--- src/rtl/seq_pair_loader.sv ---
// Streams 2-bit bases into a 12-base R/Q pair, drives the aligner, registers its result.
// Optional WAIT timeout is enabled with SEQ_LOADER_TIMEOUT_EN.
module seq_pair_loader #(
    parameter int SEQ_LEN     = 12,
    parameter int BASE_W      = 2,
    parameter int ALN_LEN     = 15,
    parameter int TIMEOUT_CYC = 1023
) (
    input  logic                      clk,
    input  logic                      reset,
    input  logic                      in_valid,
    output logic                      in_ready,
    input  logic [BASE_W-1:0]         in_base,
    output logic                      acc_start,
    output logic [SEQ_LEN*BASE_W-1:0] acc_R,
    output logic [SEQ_LEN*BASE_W-1:0] acc_Q,
    input  logic                      acc_ready,
    input  logic [ALN_LEN*BASE_W-1:0] acc_R_aligned,
    input  logic [ALN_LEN*BASE_W-1:0] acc_Q_aligned,
    output logic                      out_valid,
    input  logic                      out_ready,
    output logic [ALN_LEN*BASE_W-1:0] out_R_aligned,
    output logic [ALN_LEN*BASE_W-1:0] out_Q_aligned,
    output logic                      out_err,
    output logic [7:0]                pair_count
);

    localparam int SW    = SEQ_LEN * BASE_W;
    localparam int CNT_W = $clog2(SEQ_LEN);
    localparam logic [CNT_W-1:0] CNT_LAST = CNT_W'(SEQ_LEN - 1);
    localparam logic [9:0] TO_LAST = 10'(TIMEOUT_CYC - 1);

    typedef enum logic [2:0] {
        LOAD_R,
        LOAD_Q,
        START,
        WAIT,
        OUTPUT
    } state_t;

    state_t state;
    state_t state_nxt;

    logic [CNT_W-1:0] cnt;
    logic             ready_q;
    logic             last_beat;
    logic             ld_r;
    logic             ld_q;
    logic             done;
    logic             timeout;
    logic             to_hit;
    logic             accept;

    assign last_beat = (cnt == CNT_LAST);

    always_comb begin
        state_nxt = state;
        in_ready  = 1'b0;
        acc_start = 1'b0;
        out_valid = 1'b0;
        ld_r      = 1'b0;
        ld_q      = 1'b0;
        done      = 1'b0;
        timeout   = 1'b0;
        accept    = 1'b0;
        unique case (state)
            LOAD_R: begin
                in_ready = !reset;
                ld_r     = in_valid && !reset;
                if (ld_r && last_beat) state_nxt = LOAD_Q;
            end
            LOAD_Q: begin
                in_ready = !reset;
                ld_q     = in_valid && !reset;
                if (ld_q && last_beat) state_nxt = START;
            end
            START: begin
                acc_start = 1'b1;
                state_nxt = WAIT;
            end
            WAIT: begin
                // rising edge only: a level left high by the last job is not done
                done    = acc_ready && !ready_q;
                timeout = to_hit && !done;
                if (done || timeout) state_nxt = OUTPUT;
            end
            OUTPUT: begin
                out_valid = 1'b1;
                accept    = out_ready;
                if (accept) state_nxt = LOAD_R;
            end
            default: state_nxt = LOAD_R;
        endcase
    end

    always_ff @(posedge clk or posedge reset) begin
        if (reset) state <= LOAD_R;
        else       state <= state_nxt;
    end

    always_ff @(posedge clk or posedge reset) begin
        if (reset) begin
            cnt <= '0;
        end else if (ld_r || ld_q) begin
            cnt <= last_beat ? '0 : cnt + 1'b1;
        end else if (accept) begin
            cnt <= '0;
        end
    end

    always_ff @(posedge clk or posedge reset) begin
        if (reset) begin
            acc_R <= '0;
            acc_Q <= '0;
        end else if (ld_r) begin
            acc_R <= {acc_R[SW-BASE_W-1:0], in_base};
        end else if (ld_q) begin
            acc_Q <= {acc_Q[SW-BASE_W-1:0], in_base};
        end
    end

    always_ff @(posedge clk or posedge reset) begin
        if (reset) begin
            ready_q <= 1'b0;
        end else if (state == START) begin
            ready_q <= 1'b1;
        end else if (state == WAIT) begin
            ready_q <= acc_ready;
        end
    end

    always_ff @(posedge clk or posedge reset) begin
        if (reset) begin
            out_R_aligned <= '0;
            out_Q_aligned <= '0;
        end else if (done) begin
            out_R_aligned <= acc_R_aligned;
            out_Q_aligned <= acc_Q_aligned;
        end else if (timeout) begin
            out_R_aligned <= '0;
            out_Q_aligned <= '0;
        end
    end

    always_ff @(posedge clk or posedge reset) begin
        if (reset)       pair_count <= 8'd0;
        else if (accept) pair_count <= pair_count + 8'd1;
    end

`ifdef SEQ_LOADER_TIMEOUT_EN
    logic [9:0] to_cnt;

    assign to_hit = (state == WAIT) && (to_cnt == TO_LAST);

    always_ff @(posedge clk or posedge reset) begin
        if (reset) begin
            to_cnt <= '0;
        end else if (state == START) begin
            to_cnt <= '0;
        end else if (state == WAIT) begin
            to_cnt <= to_cnt + 10'd1;
        end
    end

    always_ff @(posedge clk or posedge reset) begin
        if (reset)        out_err <= 1'b0;
        else if (done)    out_err <= 1'b0;
        else if (timeout) out_err <= 1'b1;
    end
`else
    logic unused_timeout;

    assign unused_timeout = ^TO_LAST;
    assign to_hit         = 1'b0;
    assign out_err        = 1'b0;
`endif

endmodule

--- config.mk ---
export PLATFORM = sky130hd
export DESIGN_NAME = seq_pair_loader
export DESIGN_NICKNAME = d
export VERILOG_FILES = /design/src/rtl/seq_pair_loader.sv
export SDC_FILE = /design/constraint.sdc
export NUM_CORES = 1
export LEC_CHECK = 0
export BUFFER_PORTS_ARGS = -buffer_cell sky130_fd_sc_hd__buf_4
export CAP_MARGIN = 5
export CORE_MARGIN = 2
export CORE_UTILIZATION = 25
export CTS_CLUSTER_DIAMETER = 80
export CTS_CLUSTER_SIZE = 24
export DETAILED_ROUTE_END_ITERATION = 16
export GPL_TIMING_DRIVEN = 0
export MAX_ROUTING_LAYER = met4
export PLACE_DENSITY = 0.56
export SKIP_LAST_GASP = 1
export SLEW_MARGIN = 15
export SYNTH_ARGS = -nofsm -noshare
export SYNTH_HDL_FRONTEND = slang
export SYNTH_SLANG_ARGS = --single-unit
--- constraint.sdc ---
create_clock -name clk -period 9.7 [get_ports clk]
set_input_delay 0 -clock clk [delete_from_list [all_inputs] [get_ports clk]]
set_output_delay 0 -clock clk [all_outputs]
set_load 0.005 [all_outputs]
==> results.sh <==
export IMPL_outcome="completed"
export IMPL_cts_buffers=17
export IMPL_worst_path_max_delay_cell="nor2_1"
export IMPL_hold_viol=0
export IMPL_grt_overflow=0
export IMPL_grt_setup_unrepaired="false"
export IMPL_p_seq_share_pct=41.1
export IMPL_netlist_top_cells_area="dfrtp_1, mux2_2, mux2_1, xnor2_1, buf_6"
export IMPL_viasPerCell=4.07
export IMPL_cp_end_kind="flop"
export IMPL_crit_buf_inv=1
export IMPL_htreeDepth=4
export IMPL_grtUsageTotal_pct=11.8
export IMPL_powerDensity_mw_per_mm2=238
export IMPL_cts_tree="yes"
export IMPL_io_buffers=185
export IMPL_clockRootBuffer="clkbuf_16"
export IMPL_finalNetCount=648
export IMPL_fill_cells=1785
export IMPL_r2r_slack_ps=7510
export IMPL_tns_ps=0
export IMPL_routedWlPerCell_um=13.6
export IMPL_start_util_pct=25.7
export IMPL_cts_sinks=124
export IMPL_syn_nets=377
export IMPL_dp_hpwl_mm=7.79
export IMPL_power_total_w=0.00186
export IMPL_drive_gt1_share_pct=53.7
export IMPL_first_pass_iters=4
export IMPL_ir_drop_mv=0.116
export IMPL_vias=3471
export IMPL_clkSlewWorstSetupHoldPaths_ps=50
export IMPL_grt_pass1_wl_mm=18.3
export IMPL_grt_pass1_vias=3726
export IMPL_required_ps=9980
export IMPL_drc=0
export IMPL_syn_area_mm2=0.00485
export IMPL_fin_skew_ps=6.07
export IMPL_yosysTopAreaCell="dfrtp_1"
export IMPL_grt_max_degree=65
export IMPL_power_switching_w=0.000472
export IMPL_core_mm2=0.0189
export IMPL_n_antenna_cell=0
export IMPL_tightest_slew_ps=785
export IMPL_yosys_warnings=0
export IMPL_hp_class="in2async"
export IMPL_dieArea_mm2=0.0205
export IMPL_routabilityCongestion=0.716
export IMPL_fp_row_count=50
export IMPL_startpoint_type="flop"
export IMPL_critPathArrivalTime_ps=2470
export IMPL_antenna_found_initial=0
export IMPL_critPathMaxFanout=10
export IMPL_num_io_pins=187
export IMPL_crit_chain="nand2b_1 > nor2_1 > buf_2 > mux2_2"
export IMPL_synthDistinctLibCells=36
export IMPL_timing_final_crit_share_pct=22.6
export IMPL_synth_top_area_share_pct=63.9
export IMPL_max_clock_path_buffers=2
export IMPL_syn_inst=308
export IMPL_crit_family="simple AND/OR/NAND/NOR gates"
export IMPL_fp_dieW_um=143
export IMPL_fin_crit_ps=2190
export IMPL_max_cap_violations=0
export IMPL_postRouteAntennaNets=0
export IMPL_cpPeakStageDelay_ps=620
export IMPL_p_leak_nw=4.00
export IMPL_ys_seq_area_share_pct=63.9
export IMPL_criticalPathCategory="reg2reg"
export IMPL_drt_initial_drc_count=120
export IMPL_slew_limit_headroom_pct=47.5
export IMPL_syn_area_per_cell_um2=15.8
export IMPL_die_h_um=143
export IMPL_synth_seq_cells=124
export IMPL_cts_resized=0
export IMPL_cts_setup_buffers=0
export IMPL_clk_latency_ps=400
export IMPL_routed_wl_mm=11.6
export IMPL_fmax_ghz=0.457
export IMPL_comb_power_share_pct=26.8
export IMPL_clock_power_share_pct=32.0
export IMPL_report_final_slew_viol_count=0
export IMPL_area_delta_synth_final_pct=61.0
export IMPL_switching_share_pct=25.4
export IMPL_internal_power_w=0.00139
export IMPL_setup_violations=0
[stage by stage]
stage / std cells / setup slack (ps) / hold WS [ps] / utilization (%) / instance area [um^2]
final: 852 / 7510 / 293 / 41.4 / 7820
after global routing: 852 / 7300 / 343 / 41.4 / 7820
after CTS: 852 / 7370 / 295 / 41.4 / 7820
after detailed placement: 754 / 7410 / 169 / 34.9 / 6600
after global placement: 753 / 4850 / 232 / 34.8 / 6570
after floorplan: 308 / 6400 / 30.0 / - / 4850
[cell type report]
| cell class | instances | area (um^2) | share of cell area [%] |
|---|---|---|---|
| buffer | 15 | 104 | 1.33 |
| clock buffer | 24 | 462 | 5.91 |
| clock inverter | 8 | 92.6 | 1.18 |
| inverter | 3 | 16.3 | 0.208 |
| multi-input combinational | 166 | 1640 | 20.9 |
| sequential | 124 | 3100 | 39.7 |
| tap | 260 | 325 | 4.16 |
| timing repair buffer | 252 | 2080 | 26.6 |
[sequential cells by signal, indices dropped and copies added (netlist names)]
register and cells:
acc_Q 24, state 3, acc_R 24, ready_q 1
out_R_aligned 30, out_Q_aligned 30, cnt 4, pair_count 8
[placed cells by master (no fill, tap or decap), types with 2 or more instances in the layout]
master         instances
buf_4                187
dfrtp_1              124
mux2_2                89
dlygate4sd3_1         66
mux2_1                20
clkbuf_16             17
buf_2                  8
clkbuf_1               7
nor2_1                 6
xnor2_1                6
nand4_1                5
clkinv_2               5
nand2b_1               4
buf_6                  4
nand2_1                4
o21ai_0                3
a22o_1                 3
nand3b_1               2
nor3b_1                2
nor4bb_1               2
and3_1                 2
inv_1                  2
ha_1                   2
bufinv_16              2
[final timing paths]
check	start	to	cells after the start
min in group clk	in_base[0]	acc_R[0]	3
max in group asynchronous	reset	acc_R[15]	4
min	reset	out_Q_aligned[5]	3
max reg2reg	state[2]	out_Q_aligned[23]	4
max	state[2]	out_Q_aligned[23]	4
min reg2reg	pair_count[7]	pair_count[7]	1
[power by group through the flow]
stage / clock (W) / combinational [W] / sequential, W
after floorplan: 0 / 0.000193 / 0.000770
after global placement: 0 / 0.000477 / 0.000765
after detailed placement: 0 / 0.000485 / 0.000771
after CTS: 0.000619 / 0.000507 / 0.000765
after global routing: 0.000648 / 0.000545 / 0.000788
final: 0.000595 / 0.000498 / 0.000764
[logic make-up (layout without fill, tap and decap cells)]
kind of cell,count (synthesis),count (layout),share of synthesized area [%]
XOR/XNOR,7,7,1.26
adder cells (fa/ha/maj),2,2,0.515
multiplexers,110,110,25.5
AO/OA/AOI/OAI,10,10,1.52
AND/OR/NAND/NOR,36,36,4.85
buffers and inverters,18,302,2.37
other,1,1,0.0772
flip-flops,124,124,63.9
[synth_stat cells]
| cell type | instances |
|---|---|
| buf_6 | 4 |
| conb_1 | 1 |
| nand4_1 | 5 |
| nand2_2 | 1 |
| a311oi_1 | 1 |
| nand2b_1 | 4 |
| clkbuf_1 | 1 |
| ha_1 | 2 |
| nand4b_1 | 1 |
| nand3b_1 | 2 |
| nor2b_1 | 1 |
| a22oi_1 | 1 |
| o221ai_1 | 1 |
| xnor2_1 | 6 |
| or3_1 | 1 |
| o21ai_0 | 3 |
| inv_1 | 3 |
| nor3_1 | 1 |
| and2_1 | 1 |
| mux2_2 | 89 |
| nor4bb_1 | 2 |
| a21o_1 | 1 |
| a22o_1 | 3 |
| nor4b_4 | 1 |
| and3b_1 | 1 |
| and3_1 | 2 |
| xor2_1 | 1 |
| buf_4 | 2 |
| dfrtp_1 | 124 |
| nor3b_1 | 2 |
| buf_2 | 8 |
| mux2i_1 | 1 |
| nand2_1 | 4 |
| nor2_1 | 6 |
| and2b_1 | 1 |
| mux2_1 | 20 |
[worst reg2reg max path: cells and delay by family (launching register included)]
family	cells	cell delay [ps]
simple gates	2	850
buf+inv	1	390
mux	1	380
flops	1	460
[per-layer routing]
layer  global-route usage, %  up-vias  routed length, um
li1                        -     1640                  -
met3                    4.57       10                822
met1                    12.9     1695               4940
met5                       -        -                  0
met4                    3.72        0                126
met2                    19.9      126               5660
[timing repair]
action / 4_1_cts / 5_1_grt
endpoints found under the hold margin: 131 / 0
hold buffers: 66 / 0
endpoints found under the setup margin: 0 / 0
Note: power is estimated with default switching activity, not from simulation.
